--- config.mk ---
export PLATFORM = sky130hd
export DESIGN_NAME = reg_file_mp_flat
export DESIGN_NICKNAME = d
export VERILOG_FILES = /design/src/rtl/reg_file_mp_if.sv /design/src/rtl/reg_file_mp.sv /design/src/flat_wrapper.sv
export SDC_FILE = /design/constraint.sdc
export NUM_CORES = 1
export LEC_CHECK = 0
export ABC_AREA = 1
export BUFFER_PORTS_ARGS = -buffer_cell sky130_fd_sc_hd__buf_4
export CORE_MARGIN = 2
export CORE_UTILIZATION = 40
export DETAILED_ROUTE_END_ITERATION = 10
export HOLD_SLACK_MARGIN = 0.05
export MAX_ROUTING_LAYER = met4
export PLACE_DENSITY = 0.66
export SKIP_LAST_GASP = 1
export SLEW_MARGIN = 20
export SYNTH_ARGS = -nofsm -noshare
export SYNTH_HDL_FRONTEND = slang
export SYNTH_SLANG_ARGS = --single-unit
--- constraint.sdc ---
create_clock -name CLK -period 2.25 [get_ports CLK]
set_input_delay 0.45 -clock CLK [delete_from_list [all_inputs] [get_ports CLK]]
set_output_delay 0.45 -clock CLK [all_outputs]
set_load 0.005 [all_outputs]
--- src/rtl/reg_file_mp_if.sv ---
// Operand/write/control bundle between decode, ALU and the multi-port register file.
// The master drives addresses, write data and control; the slave returns operands and status.
interface reg_file_mp_if #(
  parameter int unsigned W     = 8,
  parameter int unsigned D     = 4,
  parameter int unsigned NREAD = 2
);
  logic                 Clear;
  logic                 Busy;
  logic [NREAD*D-1:0]   RdAddr;
  logic [NREAD*W-1:0]   RdData;
  logic                 WrEn0;
  logic [D-1:0]         WrAddr0;
  logic [W-1:0]         WrData0;
  logic                 WrEn1;
  logic [D-1:0]         WrAddr1;
  logic [W-1:0]         WrData1;
  logic                 CarryWrite;
  logic                 CarryOutValue;
  logic                 CarryInValue;
  logic [W-1:0]         BranchAmount;
  logic                 BranchDirection;
  logic                 WrConflict;

  modport master (
    output Clear, RdAddr, WrEn0, WrAddr0, WrData0, WrEn1, WrAddr1, WrData1,
           CarryWrite, CarryOutValue,
    input  Busy, RdData, CarryInValue, BranchAmount, BranchDirection, WrConflict
  );

  modport slave (
    input  Clear, RdAddr, WrEn0, WrAddr0, WrData0, WrEn1, WrAddr1, WrData1,
           CarryWrite, CarryOutValue,
    output Busy, RdData, CarryInValue, BranchAmount, BranchDirection, WrConflict
  );
endinterface

--- src/rtl/reg_file_mp.sv ---
// Multi-port register file: N combinational read ports, two prioritised write ports,
// gated carry-flag update, sequential clear sweep and a sticky write-conflict flag.
module reg_file_mp #(
  parameter int unsigned W          = 8,
  parameter int unsigned D          = 4,
  parameter int unsigned NREAD      = 2,
  parameter bit          BYPASS     = 1'b1,
  parameter int unsigned BITS_REG   = 1,
  parameter int unsigned CARRY_BIT  = 0,
  parameter int unsigned BRANCH_REG = 2,
  parameter int unsigned ACC_REG    = 0
) (
  input  logic          CLK,
  input  logic          Init_n,
  reg_file_mp_if.slave  bus
);

  localparam int unsigned DEPTH = 1 << D;
  localparam logic [D-1:0] LAST_IDX   = D'(DEPTH - 1);
  localparam logic [D-1:0] BITS_IDX   = D'(BITS_REG);
  localparam logic [D-1:0] BRANCH_IDX = D'(BRANCH_REG);
  localparam logic [D-1:0] ACC_IDX    = D'(ACC_REG);

  typedef enum logic {IDLE, SWEEP} state_t;

  state_t          state_q, state_d;
  logic [D-1:0]    idx_q, idx_d;
  logic            conflict_q, conflict_d;
  logic [W-1:0]    regs_q [DEPTH];
  logic [W-1:0]    regs_d [DEPTH];
  logic [NREAD*W-1:0] rd_data;

  always_ff @(posedge CLK or negedge Init_n) begin
    if (!Init_n) begin
      state_q    <= IDLE;
      idx_q      <= '0;
      conflict_q <= 1'b0;
      regs_q     <= '{default: '0};
    end else begin
      state_q    <= state_d;
      idx_q      <= idx_d;
      conflict_q <= conflict_d;
      regs_q     <= regs_d;
    end
  end

  // Next state: port writes, then carry merge, in IDLE; one register zeroed per cycle in SWEEP.
  always_comb begin
    state_d    = state_q;
    idx_d      = idx_q;
    conflict_d = conflict_q;
    regs_d     = regs_q;
    case (state_q)
      IDLE: begin
        if (bus.WrEn0) regs_d[bus.WrAddr0] = bus.WrData0;
        if (bus.WrEn1) regs_d[bus.WrAddr1] = bus.WrData1;
        if (bus.WrEn0 && bus.WrEn1 && (bus.WrAddr0 == bus.WrAddr1)) conflict_d = 1'b1;
        if (bus.CarryWrite) regs_d[BITS_IDX][CARRY_BIT] = bus.CarryOutValue;
        if (bus.Clear) begin
          state_d    = SWEEP;
          idx_d      = '0;
          conflict_d = 1'b0;
        end
      end
      SWEEP: begin
        regs_d[idx_q] = '0;
        idx_d         = D'(idx_q + 1'b1);
        if (idx_q == LAST_IDX) state_d = IDLE;
      end
      default: state_d = IDLE;
    endcase
  end

  // Read ports: port 1 write outranks port 0; forwarding only while writes are accepted.
  always_comb begin
    rd_data = '0;
    for (int i = 0; i < int'(NREAD); i++) begin
      rd_data[i*W +: W] = regs_q[bus.RdAddr[i*D +: D]];
      if (BYPASS && (state_q == IDLE)) begin
        if (bus.WrEn1 && (bus.WrAddr1 == bus.RdAddr[i*D +: D]))
          rd_data[i*W +: W] = bus.WrData1;
        else if (bus.WrEn0 && (bus.WrAddr0 == bus.RdAddr[i*D +: D]))
          rd_data[i*W +: W] = bus.WrData0;
      end
    end
  end

  assign bus.RdData          = rd_data;
  assign bus.Busy            = (state_q == SWEEP);
  assign bus.WrConflict      = conflict_q;
  assign bus.CarryInValue    = regs_q[BITS_IDX][CARRY_BIT];
  assign bus.BranchAmount    = regs_q[BRANCH_IDX];
  assign bus.BranchDirection = regs_q[ACC_IDX][0];

endmodule

--- src/flat_wrapper.sv ---
// flat-port wrapper written by rule: the top's interface ports become plain ports
module reg_file_mp_flat 
#(
  parameter int unsigned W          = 8,
  parameter int unsigned D          = 4,
  parameter int unsigned NREAD      = 2,
  parameter bit          BYPASS     = 1'b1,
  parameter int unsigned BITS_REG   = 1,
  parameter int unsigned CARRY_BIT  = 0,
  parameter int unsigned BRANCH_REG = 2,
  parameter int unsigned ACC_REG    = 0
)
  (CLK, Init_n, bus_Clear, bus_RdAddr, bus_WrEn0, bus_WrAddr0, bus_WrData0, bus_WrEn1, bus_WrAddr1, bus_WrData1, bus_CarryWrite, bus_CarryOutValue, bus_Busy, bus_RdData, bus_CarryInValue, bus_BranchAmount, bus_BranchDirection, bus_WrConflict);
  reg_file_mp_if #(.W(W), .D(D), .NREAD(NREAD)) bus_i ();
  input  logic CLK;
  input  logic Init_n;
  input wire logic [$bits(bus_i.Clear)-1:0] bus_Clear;
  input wire logic [$bits(bus_i.RdAddr)-1:0] bus_RdAddr;
  input wire logic [$bits(bus_i.WrEn0)-1:0] bus_WrEn0;
  input wire logic [$bits(bus_i.WrAddr0)-1:0] bus_WrAddr0;
  input wire logic [$bits(bus_i.WrData0)-1:0] bus_WrData0;
  input wire logic [$bits(bus_i.WrEn1)-1:0] bus_WrEn1;
  input wire logic [$bits(bus_i.WrAddr1)-1:0] bus_WrAddr1;
  input wire logic [$bits(bus_i.WrData1)-1:0] bus_WrData1;
  input wire logic [$bits(bus_i.CarryWrite)-1:0] bus_CarryWrite;
  input wire logic [$bits(bus_i.CarryOutValue)-1:0] bus_CarryOutValue;
  output wire logic [$bits(bus_i.Busy)-1:0] bus_Busy;
  output wire logic [$bits(bus_i.RdData)-1:0] bus_RdData;
  output wire logic [$bits(bus_i.CarryInValue)-1:0] bus_CarryInValue;
  output wire logic [$bits(bus_i.BranchAmount)-1:0] bus_BranchAmount;
  output wire logic [$bits(bus_i.BranchDirection)-1:0] bus_BranchDirection;
  output wire logic [$bits(bus_i.WrConflict)-1:0] bus_WrConflict;
  assign bus_i.Clear = bus_Clear;
  assign bus_i.RdAddr = bus_RdAddr;
  assign bus_i.WrEn0 = bus_WrEn0;
  assign bus_i.WrAddr0 = bus_WrAddr0;
  assign bus_i.WrData0 = bus_WrData0;
  assign bus_i.WrEn1 = bus_WrEn1;
  assign bus_i.WrAddr1 = bus_WrAddr1;
  assign bus_i.WrData1 = bus_WrData1;
  assign bus_i.CarryWrite = bus_CarryWrite;
  assign bus_i.CarryOutValue = bus_CarryOutValue;
  assign bus_Busy = bus_i.Busy;
  assign bus_RdData = bus_i.RdData;
  assign bus_CarryInValue = bus_i.CarryInValue;
  assign bus_BranchAmount = bus_i.BranchAmount;
  assign bus_BranchDirection = bus_i.BranchDirection;
  assign bus_WrConflict = bus_i.WrConflict;
  reg_file_mp #(.W(W), .D(D), .NREAD(NREAD), .BYPASS(BYPASS), .BITS_REG(BITS_REG), .CARRY_BIT(CARRY_BIT), .BRANCH_REG(BRANCH_REG), .ACC_REG(ACC_REG)) u_core (.CLK(CLK), .Init_n(Init_n), .bus(bus_i));
endmodule
# --- After elaboration in Yosys (flattened, before gate mapping) ---
# Cells that the tools add are included.
# W data, S select, Z words.
word_totals:
  register_bits: 134
  in_bits: 39
  out_inout_bits: 28
  wordCells: 86
classes:
  add_sub_neg: 1
  order_cmp: 8
  n_eq_ne: 7
  muxes: 32
  bitwise: 8
  n_reduce_logical: 11
ops:
  columns: ["operator", "count"]
  rows:
  - ["$mux W128", 3]
  - ["$bwmux W128", 2]
  - ["$pmux W128 S2", 1]
  - ["$and A128 B128 Y128", 1]
  - ["$not A128 Y128", 1]
  - ["$mux W8", 13]
  - ["$demux W8 S4", 3]
  - ["$bmux W8 S4", 2]
  - ["$ge A5 B5 Y1 const B", 5]
  - ["$not A4 Y5", 5]
  - ["$eq A4 B4 Y1", 5]
  - ["$lt A5 B1 Y1 const B", 3]
  - ["$logic_and A1 B1 Y1", 9]
  - ["$pmux W4 S2", 1]
  - ["$mux W1", 5]
  - ["$add A4 B1 Y4 const B", 1]
  - ["$eq A4 B4 Y1 const B", 1]
  - ["$mux W4", 1]
  - ["$ne A2 B2 Y1 const B", 1]
  - ["$pmux W1 S2", 1]
  - ["$reduce_and A2 Y1", 1]
  - ["$reduce_bool A2 Y1", 1]
  - ["$not A1 Y1", 1]

# --- Depth between registers and ports, before layout ---
depth:
  ltp_word: 12
  depth_mapped: 12
  mapped_depth_nobuf: 10

# --- Least setup slack after synthesis ---
# No wires, ideal clock.
synth_timing:
  path_kind: "input-to-output"
  from: "input bus_RdAddr[6]"
  to: "output bus_RdData[11]"
  arrival_time_ns: 1.548
  t_required_ns: 1.800
  setup_slack_ns: 0.252
  cell_stages: 11
  n_path_buf: 2
  path_cell_list: "buf_2 > inv_2 > nand2_1 > a21oi_2 > nand2_1 > buf_2 > o21ai_0 > inv_1 > nand2_1 > nand2_1 > nand2_1"
synth_between:
  elab_chain_len: 7
  word_cells_on_any_way: 11
  cone_classes: "eq/ne (2); mux (6); bitwise (1); reduce/logical (2)"
synth_rtl:
  columns: ["item", "line_no", "text"]
  rows:
  - ["from (decl)", "flat_wrapper.sv:18", "input wire logic [$bits(bus_i.RdAddr)-1:0] bus_RdAddr;"]
  - ["$not A4 Y5 (not written as such)", "reg_file_mp.sv:78", "rd_data[i*W +: W] = regs_q[bus.RdAddr[i*D +: D]];"]
  - ["$bmux W8 S4", "reg_file_mp.sv:78", null]
  - ["$mux W8 (not written as such) (2 in a row)", "reg_file_mp.sv:78", null]
  - ["$mux W8", "reg_file_mp.sv:82", "else if (bus.WrEn0 && (bus.WrAddr0 == bus.RdAddr[i*D +: D]))"]
  - ["$mux W8", "reg_file_mp.sv:80", "if (bus.WrEn1 && (bus.WrAddr1 == bus.RdAddr[i*D +: D]))"]
  - ["$mux W8 *", "reg_file_mp.sv:79", "if (BYPASS && (state_q == IDLE)) begin"]
  - ["to (decl)", "flat_wrapper.sv:28", "output wire logic [$bits(bus_i.RdData)-1:0] bus_RdData;"]
# Mark *: on every way between the ends. The rest lies on a longest branch, timed or not. The select of a mux whose other input is x is not followed.

# --- Worst setup path after layout ---
layout_timing:
  from: "input bus_RdAddr[0]"
  to: "output bus_RdData[2]"
# Same word-level chain as after synthesis.

==> flow_summary.json <==
{
  "cells_taking_the_most_area_after_synthesis": "dfrtp_1 30%, nand2_1 14%, nand3_1 11%",
  "postPlaceCellArea_um2": 12700,
  "run_status": "finished with violations",
  "timing.final.max_slew_violations": 0,
  "gp_routability_congestion": 1.10,
  "leakagePower_nw": 6.95,
  "synth_area_per_cell_um2": 6.21,
  "netlist.area_leader.share_pct": 30.1,
  "initial_core_util_pct": 40.3,
  "ant_nets": 0,
  "std_cell_rows": 61,
  "worstSetupEndpointType": "output port",
  "irDropWorstVdd_uv": 839,
  "synthesis.yosys.warnings": 0,
  "fin_worst_skew_ns": 0.0110,
  "syn_area_um2": 11100,
  "wl_per_cell_um": 24.4,
  "post-dp-hpwl_mm": 39.1,
  "worstSetupPathType": "in -> out",
  "pin_count": 67,
  "hp-class": "in -> reg",
  "violations": "design-rule violations, negative setup slack",
  "grt-ovfl-total": 0,
  "viasPerCell": 6.12,
  "timing.critical_path.fanout_max": 8,
  "root_buffer": "clkbuf_16",
  "route.met3.wl_mm": 6.00,
  "cts.clk_slew.worst_paths_ns": 0.06,
  "layout_common_cells": "375 x nand2_1, 205 x o21ai_0, 186 x nand3_1",
  "max_freq_mhz": 440,
  "mostFrequentLayoutCell": "nand2_1",
  "wire_length_of_the_first_global_routing_pass_mm": 80.9,
  "crit_arrival_ns": 1.82,
  "postLayoutSetupSlackWorst_ns": -0.0232,
  "first_iter_violations": 1994,
  "m1WireLength_mm": 21.1,
  "period_share_pct": 101,
  "required_time_at_the_endpoint_of_the_critical_path_ns": 1.80,
  "pwr_density_cell_nw_per_um2": 959,
  "global_route.usage.total_pct": 38.9,
  "first_pass_iters": 11,
  "clock-sinks": 134,
  "initial_antenna_violation_count": 0,
  "area_growth_syn_to_layout_pct": 29.0,
  "cts_htree_levels": 4,
  "detailed_route_drc_error_count": 2,
  "die_h_um": 171,
  "worst-slew-pin-transition_ns": 0.645,
  "die_width_um": 171,
  "cts-root-to-sink-buffers": 2,
  "crit_path_start_kind": "primary input",
  "insertedDiodeCount": 0,
  "setup_violations": 6,
  "grt_max_degree": 83,
  "placeable_core_region_um2": 27600,
  "cts_tree": "done",
  "cap_violations": 0,
  "fin_hold_ws_ns": 0.291,
  "design.die.area_um2": 29200,
  "fin_area_um2": 14400,
  "yosys.cell_types.count": 32,
  "io_buffers": 66,
  "cts_inserted_buffers": 17,
  "postSynthRegisterBits": 134,
  "syn_nets": 1837,
  "yosysSeqAreaShare_pct": 30.1,
  "total_wire_length_mm": 56.1,
  "fin_total_pwr_mw": 13.8,
  "min_period_ns": 2.27,
  "layout-drive-gt1-share_pct": 24.8,
  "rsz0062_at_grt": "yes",
  "via_count_of_the_first_global_routing_pass": 12852,
  "detailroute.via_count": 14042,
  "design.final.nets": 1948,
  "slew_headroom_pct": 57.0,
  "synth_area_leader": "dfrtp_1",
  "top_layer": "met4",
  "routed-wl-met2_mm": 24.7,
  "postSynthCellCount": 1794,
  "finalHoldViolations": 0,
  "n_fill_cell": 2800,
  "clk_latency_ns": 0.45
}
-- per-stage QoR --
stage | instances | utilization (%) | setup WS (ns) | setup TNS (ns)
floorplan | 1794 | - | 0.252 | 0
global placement | 2229 | 45.9 | -0.433 | -2.38
detailed placement | 2229 | 45.9 | -0.343 | -1.89
CTS | 2270 | 49.2 | -0.0297 | -0.0688
global route | 2296 | 52.1 | -0.0563 | -0.370
finish | 2296 | 52.1 | -0.0232 | -0.0991
-- power by group --
group | switching, mW | total (mW) | internal [mW]
Sequential | 0.587 | 3.82 | 3.24
Clock | 1.21 | 3.13 | 1.92
Combinational | 4.39 | 6.85 | 2.45
Total | 6.19 | 13.8 | 7.61
-- cells in the mapped netlist --
| cell type | n |
|---|---|
| buf_1 | 7 |
| nor2_2 | 6 |
| nand4_1 | 1 |
| o21bai_1 | 1 |
| inv_2 | 6 |
| nor3_1 | 1 |
| nand2_2 | 2 |
| buf_4 | 16 |
| nand3_2 | 1 |
| o21ai_1 | 1 |
| nand2_1 | 402 |
| buf_6 | 4 |
| nand3_1 | 250 |
| o22ai_1 | 77 |
| nor4_1 | 1 |
| nor2_4 | 9 |
| o221ai_1 | 9 |
| clkbuf_1 | 69 |
| a22o_1 | 1 |
| xor2_1 | 1 |
| ha_1 | 4 |
| buf_2 | 35 |
| a211oi_1 | 56 |
| a21oi_2 | 1 |
| clkinv_1 | 4 |
| a21oi_1 | 92 |
| nor2_1 | 151 |
| o21ai_0 | 217 |
| nand3b_1 | 1 |
| o211ai_1 | 33 |
| dfrtp_1 | 134 |
| inv_1 | 201 |
-- registers in the layout, indices dropped and copies added, names as in the netlist --
name	cells
u_core.regs_q	118
u_core.bus.BranchAmount	8
u_core.idx_q	4
u_core.bus.BranchDirection	1
u_core.bus.Busy	1
u_core.bus.CarryInValue	1
u_core.bus.WrConflict	1
-- repair_timing --
item / in CTS / in global routing
cloned: 2 / 7
pin swaps: 9 / 47
setup buffers: 6 / 20
hold endpoints to repair: 24 / 0
endpoints found under the setup margin: 16 / 16
hold buffers: 1 / 0
gates resized for setup: 72 / 191
-- kinds of logic after synthesis --
| group | Yosys count | share of synthesized area (%) |
|---|---|---|
| fa+ha+maj | 4 | 0.449 |
| flops | 134 | 30.1 |
| xor+xnor | 1 | 0.0786 |
| simple gates | 825 | 31.5 |
| buf+inv | 342 | 12.7 |
| compound gates | 488 | 25.2 |
-- layout make-up --
cell class                      instances  area [µm²]  area share, %
Clock buffer                           21         460           3.20
Clock inverter                         11         173           1.20
Inverter                              211         833           5.79
Multi-Input combinational cell       1318        6870           47.8
Sequential cell                       134        3350           23.3
Tap cell                              378         473           3.29
Timing Repair Buffer                  223        2220           15.4
-- worst max-delay path, cell delays in order --
cell and delay [ns]:
buf_12 0.10, buf_12 0.15, nor2_2 0.05, nor3_2 0.15
nand2_2 0.09, nor2_4 0.22, buf_12 0.17, a21oi_1 0.09
nand2_1 0.10, nand2_2 0.09, buf_4 0.15
-- layer usage --
metal  track usage [%]  vias up
li1                  -     6274
met1              47.6     6572
met2              58.4      955
met3              7.17      241
met4              26.4        0
met5                 -        -
-- path summary, 6_finish.rpt --
check / start / endpoint / slack [ns] / cells past startpoint
setup / recovery: bus_RdAddr[0] / bus_RdData[2] / -0.02 / 11
hold / removal: bus_Clear / u_core.idx_q[0]$_DFFE_PN0P_ / 0.29 / 4
setup reg to reg: u_core.idx_q[0]$_DFFE_PN0P_ / u_core.regs_q[89]$_DFF_PN0_ / 0.45 / 5
hold reg to reg: u_core.bus.WrConflict$_DFFE_PN0P_ / u_core.bus.WrConflict$_DFFE_PN0P_ / 0.54 / 2
max in group asynchronous: Init_n / u_core.regs_q[40]$_DFF_PN0_ / 1.10 / 3
min in group asynchronous: Init_n / u_core.regs_q[80]$_DFF_PN0_ / 0.46 / 2
No activity file was read; power rests on OpenSTA's default activity.
